File: src/rtl/multicycle_controller_if.sv
// Control/status bundle between the multicycle controller and DataPath.
// The controller side is the master; DataPath and memory sit on the slave side.
interface multicycle_controller_if #(
    parameter int OPC_W = 4
);
    logic [OPC_W-1:0] opcode;
    logic             toCU;
    logic             memReady;

    logic             pcEn;
    logic             selAddress;
    logic             mr;
    logic             mw;
    logic             DIEn;
    logic             LSEn;
    logic             RSEn;
    logic             dataRegEn;
    logic             selALUsrc;
    logic [2:0]       operation;
    logic             resultRegEn;
    logic             CEn;
    logic             ZEn;
    logic             NEn;
    logic             wordRegEn;
    logic [1:0]       selData;
    logic             enb;
    logic [1:0]       selAddressAC;
    logic             halted;
    logic             fault;
    logic [3:0]       state;

    modport master (
        input  opcode, toCU, memReady,
        output pcEn, selAddress, mr, mw, DIEn, LSEn, RSEn, dataRegEn, selALUsrc,
               operation, resultRegEn, CEn, ZEn, NEn, wordRegEn, selData, enb,
               selAddressAC, halted, fault, state
    );

    modport slave (
        output opcode, toCU, memReady,
        input  pcEn, selAddress, mr, mw, DIEn, LSEn, RSEn, dataRegEn, selALUsrc,
               operation, resultRegEn, CEn, ZEn, NEn, wordRegEn, selData, enb,
               selAddressAC, halted, fault, state
    );
endinterface

File: src/rtl/multicycle_controller.sv
// Multi-cycle control unit for DataPath: two-byte fetch, decode, operand read,
// execute and write-back/store/jump, with a per-access memory watchdog.
module multicycle_controller #(
    parameter int OPC_W   = 4,
    parameter int TIMEOUT = 15,
    parameter int CNT_W   = 4
) (
    input logic                      clk,
    input logic                      reset,
    multicycle_controller_if.master  bus
);
    typedef enum logic [3:0] {
        S_F1    = 4'd0,
        S_F2    = 4'd1,
        S_DEC   = 4'd2,
        S_MRD   = 4'd3,
        S_EXE   = 4'd4,
        S_WB    = 4'd5,
        S_ST    = 4'd6,
        S_JMP   = 4'd7,
        S_HALT  = 4'd8,
        S_FAULT = 4'd9
    } state_t;

    localparam logic [OPC_W-1:0] OP_LDA = OPC_W'(0);
    localparam logic [OPC_W-1:0] OP_STA = OPC_W'(1);
    localparam logic [OPC_W-1:0] OP_ADD = OPC_W'(2);
    localparam logic [OPC_W-1:0] OP_SUB = OPC_W'(3);
    localparam logic [OPC_W-1:0] OP_AND = OPC_W'(4);
    localparam logic [OPC_W-1:0] OP_OR  = OPC_W'(5);
    localparam logic [OPC_W-1:0] OP_JMP = OPC_W'(6);
    localparam logic [OPC_W-1:0] OP_BRC = OPC_W'(7);
    localparam logic [OPC_W-1:0] OP_HLT = '1;

    state_t           state_q;
    state_t           state_d;
    logic [CNT_W-1:0] wd_cnt;
    logic             mem_wait;
    logic             timed_out;

    assign mem_wait  = (state_q == S_F1) || (state_q == S_F2) ||
                       (state_q == S_MRD) || (state_q == S_ST);
    assign timed_out = mem_wait && !bus.memReady && (wd_cnt == CNT_W'(TIMEOUT));
    assign bus.state = state_q;

    always_ff @(posedge clk) begin
        if (reset) state_q <= S_F1;
        else       state_q <= state_d;
    end

    // Watchdog counts consecutive not-ready cycles of the current access only.
    always_ff @(posedge clk) begin
        if (reset || (state_d != state_q)) wd_cnt <= '0;
        else if (mem_wait)                 wd_cnt <= bus.memReady ? '0 : wd_cnt + CNT_W'(1);
    end

    always_comb begin
        state_d          = state_q;
        bus.pcEn         = 1'b0;
        bus.selAddress   = 1'b0;
        bus.mr           = 1'b0;
        bus.mw           = 1'b0;
        bus.DIEn         = 1'b0;
        bus.LSEn         = 1'b0;
        bus.RSEn         = 1'b0;
        bus.dataRegEn    = 1'b0;
        bus.selALUsrc    = 1'b0;
        bus.operation    = 3'b000;
        bus.resultRegEn  = 1'b0;
        bus.CEn          = 1'b0;
        bus.ZEn          = 1'b0;
        bus.NEn          = 1'b0;
        bus.wordRegEn    = 1'b0;
        bus.selData      = 2'b00;
        bus.enb          = 1'b0;
        bus.selAddressAC = 2'b00;
        bus.halted       = 1'b0;
        bus.fault        = 1'b0;

        case (state_q)
            S_F1: begin
                bus.mr = 1'b1;
                if (bus.memReady) begin
                    bus.DIEn = 1'b1;
                    bus.LSEn = 1'b1;
                    bus.pcEn = 1'b1;
                    state_d  = S_F2;
                end else if (timed_out) begin
                    state_d = S_FAULT;
                end
            end
            S_F2: begin
                bus.mr = 1'b1;
                if (bus.memReady) begin
                    bus.DIEn = 1'b1;
                    bus.RSEn = 1'b1;
                    bus.pcEn = 1'b1;
                    state_d  = S_DEC;
                end else if (timed_out) begin
                    state_d = S_FAULT;
                end
            end
            S_DEC: begin
                case (bus.opcode)
                    OP_LDA, OP_ADD, OP_SUB, OP_AND, OP_OR: state_d = S_MRD;
                    OP_STA:  state_d = S_ST;
                    OP_JMP:  state_d = S_JMP;
                    OP_BRC:  state_d = bus.toCU ? S_JMP : S_F1;
                    OP_HLT:  state_d = S_HALT;
                    default: state_d = S_F1;
                endcase
            end
            S_MRD: begin
                bus.mr         = 1'b1;
                bus.selAddress = 1'b1;
                if (bus.memReady) begin
                    bus.DIEn      = 1'b1;
                    bus.dataRegEn = 1'b1;
                    state_d       = (bus.opcode == OP_LDA) ? S_WB : S_EXE;
                end else if (timed_out) begin
                    state_d = S_FAULT;
                end
            end
            S_EXE: begin
                bus.resultRegEn = 1'b1;
                case (bus.opcode)
                    OP_ADD: begin bus.operation = 3'b000; bus.CEn = 1'b1; bus.ZEn = 1'b1; bus.NEn = 1'b1; end
                    OP_SUB: begin bus.operation = 3'b001; bus.CEn = 1'b1; bus.ZEn = 1'b1; bus.NEn = 1'b1; end
                    OP_AND: begin bus.operation = 3'b010; bus.ZEn = 1'b1; bus.NEn = 1'b1; end
                    OP_OR:  begin bus.operation = 3'b011; bus.ZEn = 1'b1; bus.NEn = 1'b1; end
                    default: ;
                endcase
                state_d = S_WB;
            end
            S_WB: begin
                bus.wordRegEn = 1'b1;
                bus.selData   = (bus.opcode == OP_LDA) ? 2'b00 : 2'b01;
                state_d       = S_F1;
            end
            S_ST: begin
                bus.mw         = 1'b1;
                bus.enb        = 1'b1;
                bus.selAddress = 1'b1;
                if (bus.memReady)   state_d = S_F1;
                else if (timed_out) state_d = S_FAULT;
            end
            S_JMP: begin
                bus.pcEn         = 1'b1;
                bus.selAddressAC = 2'b01;
                state_d          = S_F1;
            end
            S_HALT:  bus.halted = 1'b1;
            S_FAULT: bus.fault  = 1'b1;
            // Unused encodings are treated as corruption and trapped.
            default: state_d = S_FAULT;
        endcase
    end
endmodule

File: src/flat_wrapper.sv
// flat-port wrapper written by rule: the top's interface ports become plain ports
module multicycle_controller_flat 
#(
    parameter int OPC_W   = 4,
    parameter int TIMEOUT = 15,
    parameter int CNT_W   = 4
)
  (clk, reset, bus_opcode, bus_toCU, bus_memReady, bus_pcEn, bus_selAddress, bus_mr, bus_mw, bus_DIEn, bus_LSEn, bus_RSEn, bus_dataRegEn, bus_selALUsrc, bus_operation, bus_resultRegEn, bus_CEn, bus_ZEn, bus_NEn, bus_wordRegEn, bus_selData, bus_enb, bus_selAddressAC, bus_halted, bus_fault, bus_state);
  multicycle_controller_if #(.OPC_W(OPC_W)) bus_i ();
  input logic clk;
  input logic reset;
  input wire logic [$bits(bus_i.opcode)-1:0] bus_opcode;
  input wire logic [$bits(bus_i.toCU)-1:0] bus_toCU;
  input wire logic [$bits(bus_i.memReady)-1:0] bus_memReady;
  output wire logic [$bits(bus_i.pcEn)-1:0] bus_pcEn;
  output wire logic [$bits(bus_i.selAddress)-1:0] bus_selAddress;
  output wire logic [$bits(bus_i.mr)-1:0] bus_mr;
  output wire logic [$bits(bus_i.mw)-1:0] bus_mw;
  output wire logic [$bits(bus_i.DIEn)-1:0] bus_DIEn;
  output wire logic [$bits(bus_i.LSEn)-1:0] bus_LSEn;
  output wire logic [$bits(bus_i.RSEn)-1:0] bus_RSEn;
  output wire logic [$bits(bus_i.dataRegEn)-1:0] bus_dataRegEn;
  output wire logic [$bits(bus_i.selALUsrc)-1:0] bus_selALUsrc;
  output wire logic [$bits(bus_i.operation)-1:0] bus_operation;
  output wire logic [$bits(bus_i.resultRegEn)-1:0] bus_resultRegEn;
  output wire logic [$bits(bus_i.CEn)-1:0] bus_CEn;
  output wire logic [$bits(bus_i.ZEn)-1:0] bus_ZEn;
  output wire logic [$bits(bus_i.NEn)-1:0] bus_NEn;
  output wire logic [$bits(bus_i.wordRegEn)-1:0] bus_wordRegEn;
  output wire logic [$bits(bus_i.selData)-1:0] bus_selData;
  output wire logic [$bits(bus_i.enb)-1:0] bus_enb;
  output wire logic [$bits(bus_i.selAddressAC)-1:0] bus_selAddressAC;
  output wire logic [$bits(bus_i.halted)-1:0] bus_halted;
  output wire logic [$bits(bus_i.fault)-1:0] bus_fault;
  output wire logic [$bits(bus_i.state)-1:0] bus_state;
  assign bus_i.opcode = bus_opcode;
  assign bus_i.toCU = bus_toCU;
  assign bus_i.memReady = bus_memReady;
  assign bus_pcEn = bus_i.pcEn;
  assign bus_selAddress = bus_i.selAddress;
  assign bus_mr = bus_i.mr;
  assign bus_mw = bus_i.mw;
  assign bus_DIEn = bus_i.DIEn;
  assign bus_LSEn = bus_i.LSEn;
  assign bus_RSEn = bus_i.RSEn;
  assign bus_dataRegEn = bus_i.dataRegEn;
  assign bus_selALUsrc = bus_i.selALUsrc;
  assign bus_operation = bus_i.operation;
  assign bus_resultRegEn = bus_i.resultRegEn;
  assign bus_CEn = bus_i.CEn;
  assign bus_ZEn = bus_i.ZEn;
  assign bus_NEn = bus_i.NEn;
  assign bus_wordRegEn = bus_i.wordRegEn;
  assign bus_selData = bus_i.selData;
  assign bus_enb = bus_i.enb;
  assign bus_selAddressAC = bus_i.selAddressAC;
  assign bus_halted = bus_i.halted;
  assign bus_fault = bus_i.fault;
  assign bus_state = bus_i.state;
  multicycle_controller #(.OPC_W(OPC_W), .TIMEOUT(TIMEOUT), .CNT_W(CNT_W)) u_core (.clk(clk), .reset(reset), .bus(bus_i));
endmodule
File: config.mk
export PLATFORM = sky130hd
export DESIGN_NAME = multicycle_controller_flat
export DESIGN_NICKNAME = d
export VERILOG_FILES = /design/src/rtl/multicycle_controller_if.sv /design/src/rtl/multicycle_controller.sv /design/src/flat_wrapper.sv
export SDC_FILE = /design/constraint.sdc
export NUM_CORES = 1
export LEC_CHECK = 0
export CORE_MARGIN = 2
export CORE_UTILIZATION = 45
export CTS_CLUSTER_SIZE = 25
export DETAILED_ROUTE_END_ITERATION = 8
export PLACE_DENSITY = 0.92
export SLEW_MARGIN = 15
export SYNTH_ARGS = -nofsm -noshare
export SYNTH_HDL_FRONTEND = slang
export SYNTH_SLANG_ARGS = --single-unit
File: constraint.sdc
create_clock -name clk -period 2.8 [get_ports clk]
set_input_delay 0.84 -clock clk [delete_from_list [all_inputs] [get_ports clk]]
set_output_delay 0.84 -clock clk [all_outputs]
set_load 0.01 [all_outputs]
==> results.toml <==
[outcome]
status = "completed"

[clock_network]
clockBufferDepth = 2
cts_tree = "built"
htree_num_levels = 1
worst_skew_pair.late_latency_ps = 260
cts_buffers = 3
clkTransAtPathRegs_ps = 50
cts_sinks = 8
cts_root_buffer = "clkbuf_4"

[grt]
busiest_layer = "met2"
grtUsageMet2_pct = 42.5
use_met3_pct = 3.80
grt_max_degree = 23
grt_antenna_before_repair = 0
grt-ovfl-total = 0
track_usage_pct = 23.7
grt_pass1_vias = 1078
grt_pass1_wl_mm = 4.71
met1_usage_pct = 27.4

[timing]
timing.fmax_mhz = 368
skew_ps = 6.63
rsz0062_at_grt = "no"
fin_crit_sh_pct = 97.0
worst_hold_slack_ps = 568
hold_viol_final = 0
setup_viol = 0
maxSlewViolCount = 0
period_needed_ps = 2720

[pwr]
p_int_uw = 300
p_per_area_nw_per_um2 = 357
p_leak_uw = 0.000529
max-vdd-ir-drop_mv = 0.391
swShare_pct = 39.2
p_sw_uw = 193
pwr-share-comb_pct = 54.4
p_seq_share_pct = 27.6
p_clk_share_pct = 18.0

[setup_path]
critPathRequiredTime_ps = 1960
cp_cell_sequence = "dlygate4sd2_1 > or3b_4 > nor3_1 > dlygate4sd2_1"
r2r-end = "u_core.wd_cnt[2]"
critPathMaxStageDelay_ps = 400
critPathArrivalTime_ps = 1880
rr_worst_depth = 6
crit_top_cell = "dlygate4sd2_1"
regToRegStartpoint = "u_core.bus.state[1]"
crit_fanout = 4
r2r_slack_ps = 660
crit_type = "in2out"
cp-end-kind = "primary output"
crit_slowest_cell = "or3b_4"
critPathLaunchType = "primary input"

[logic_synthesis]
syn_avg_cell_area_sq_um = 7.79
yosysWarnings = 0
yosysTopAreaCell = "dfxtp_1"
async_flop_share_pct = 0
ys_ff_latch = 8
post-synth-top-count-cell = "nor2_1"
ys_seq_area_share_pct = 16.2
synth_commonest_cells = "nor2_1, a21oi_1, nor4_1"
ys_top_cells_by_area = "dfxtp_1, buf_4, nor4_1, nor2_1, a21oi_1"
synth_cell_types = 49
syn_area_sq_um = 990
synthCells = 127
ys.flop_type = "dfxtp_1"
synth-edff-count = 0
yosysTopAreaCellShare_pct = 16.2

[hold_path]
min_path_cells = 2
hold_path_startpoint = "u_core.wd_cnt[1]"
hp-class = "reg2reg"
holdPathEnd = "u_core.wd_cnt[1]"

[finish]
diodes = 0
fin_util_pct = 68.3
postLayoutCellArea_sq_um = 1380
stdcell_count = 193
drive_above_1_share_pct = 27.7
fin_nets = 177
area_growth_syn_to_layout_pct = 39.6

[detailed_routing]
viasPerCell = 5.99
vias = 1157
first_pass_iters = 4
route.detailed.drc = 0
dr.first_iter.drc_count = 35
routedWlPerCell_um = 15.2
drt_wl_total_mm = 2.93
drt.antenna.violating_nets = 0

[floorplanning]
start_util_pct = 48.9
pin_count = 36
die_x_um = 50.9
die_y_um = 50.9
rows = 16
die_area_sq_um = 2590
coreArea_sq_um = 2020

[placed_design]
dp_hpwl_mm = 2.19
placed_area_sq_um = 1350
placed_cells = 188
gp_congestion = 0.846
port_buffers = 31

[run]
maxCapViolations = 0
## power by group through the flow
stage	logic (uW)	registers, uW	clock network [uW]
after detailed placement	259	138	0
after global routing	293	137	98.7
after floorplan	181	134	0
after global placement	253	136	0
final	269	136	88.6
after CTS	267	136	92.3
## routing by layer
layer	wire length, um	vias to the layer above
met4	60	0
met1	1210	555
met2	1480	48
met5	0	-
li1	-	547
met3	173	7
## per-stage QoR
stage	setup TNS [ps]	power, uW	worst slack [ps]
after floorplan	0	315	342
after global placement	-3910	389	-478
after detailed placement	-4830	397	-485
after CTS	0	495	4.86
after global routing	0	528	5.05
final	0	494	84.4
## final cells by class
cell class                 instances  area, sq um
multi-input combinational        105          753
fill                             168          641
timing repair buffer              48          404
sequential                         8          160
tap                               27         33.8
clock buffer                       3         22.5
inverter                           2         7.51
## critical path: cells and delay by family
| family | cells | cell delay [ps] |
|---|---|---|
| simple gates | 2 | 530 |
| buf+inv | 2 | 500 |
## timing repair
action | CTS | global route
hold buffers | 0 | 0
endpoints found under the setup margin | 12 | 6
resized for setup | 28 | 9
buffers inserted | 2 | 0
pin swaps | 1 | 0
## sequential cells by signal, indices dropped and copies added (netlist names)
name	cells
u_core.bus.state	4
u_core.wd_cnt	4
## cells by family (layout without fill, tap and decap cells)
| logic type | Yosys count | in the layout | synth area share, % |
|---|---|---|---|
| XOR/XNOR | 1 | 1 | 0.885 |
| flip-flops | 8 | 8 | 16.2 |
| adder cells (fa/ha/maj) | 1 | 1 | 1.26 |
| AND/OR/NAND/NOR | 68 | 68 | 43.4 |
| buffers and inverters | 17 | 53 | 12.1 |
| other | 1 | 4 | 0.379 |
| AO/OA/AOI/OAI | 31 | 31 | 25.8 |
## placed cells by master (no fill, tap or decap), drive strengths merged, types with 4 or more instances in the layout
cell type      count
clkdlybuf4s50     17
a21oi             11
buf               18
dlygate4sd2        7
dfxtp              8
nor2              16
clkbuf             9
nor3               9
nand2              5
conb               4
nor2b              4
nor3b              4
nand2b             6
nor4               9
## worst max path at each step
| stage | start | endpoint |
|---|---|---|
| floorplan | bus_memReady | bus_pcEn |
| global placement | bus_memReady | bus_LSEn |
| detailed placement | bus_memReady | bus_LSEn |
| CTS | bus_opcode[3] | bus_CEn |
| global route | bus_memReady | bus_LSEn |
| finish | bus_memReady | bus_LSEn |
No activity file was read; power rests on OpenSTA's default activity.
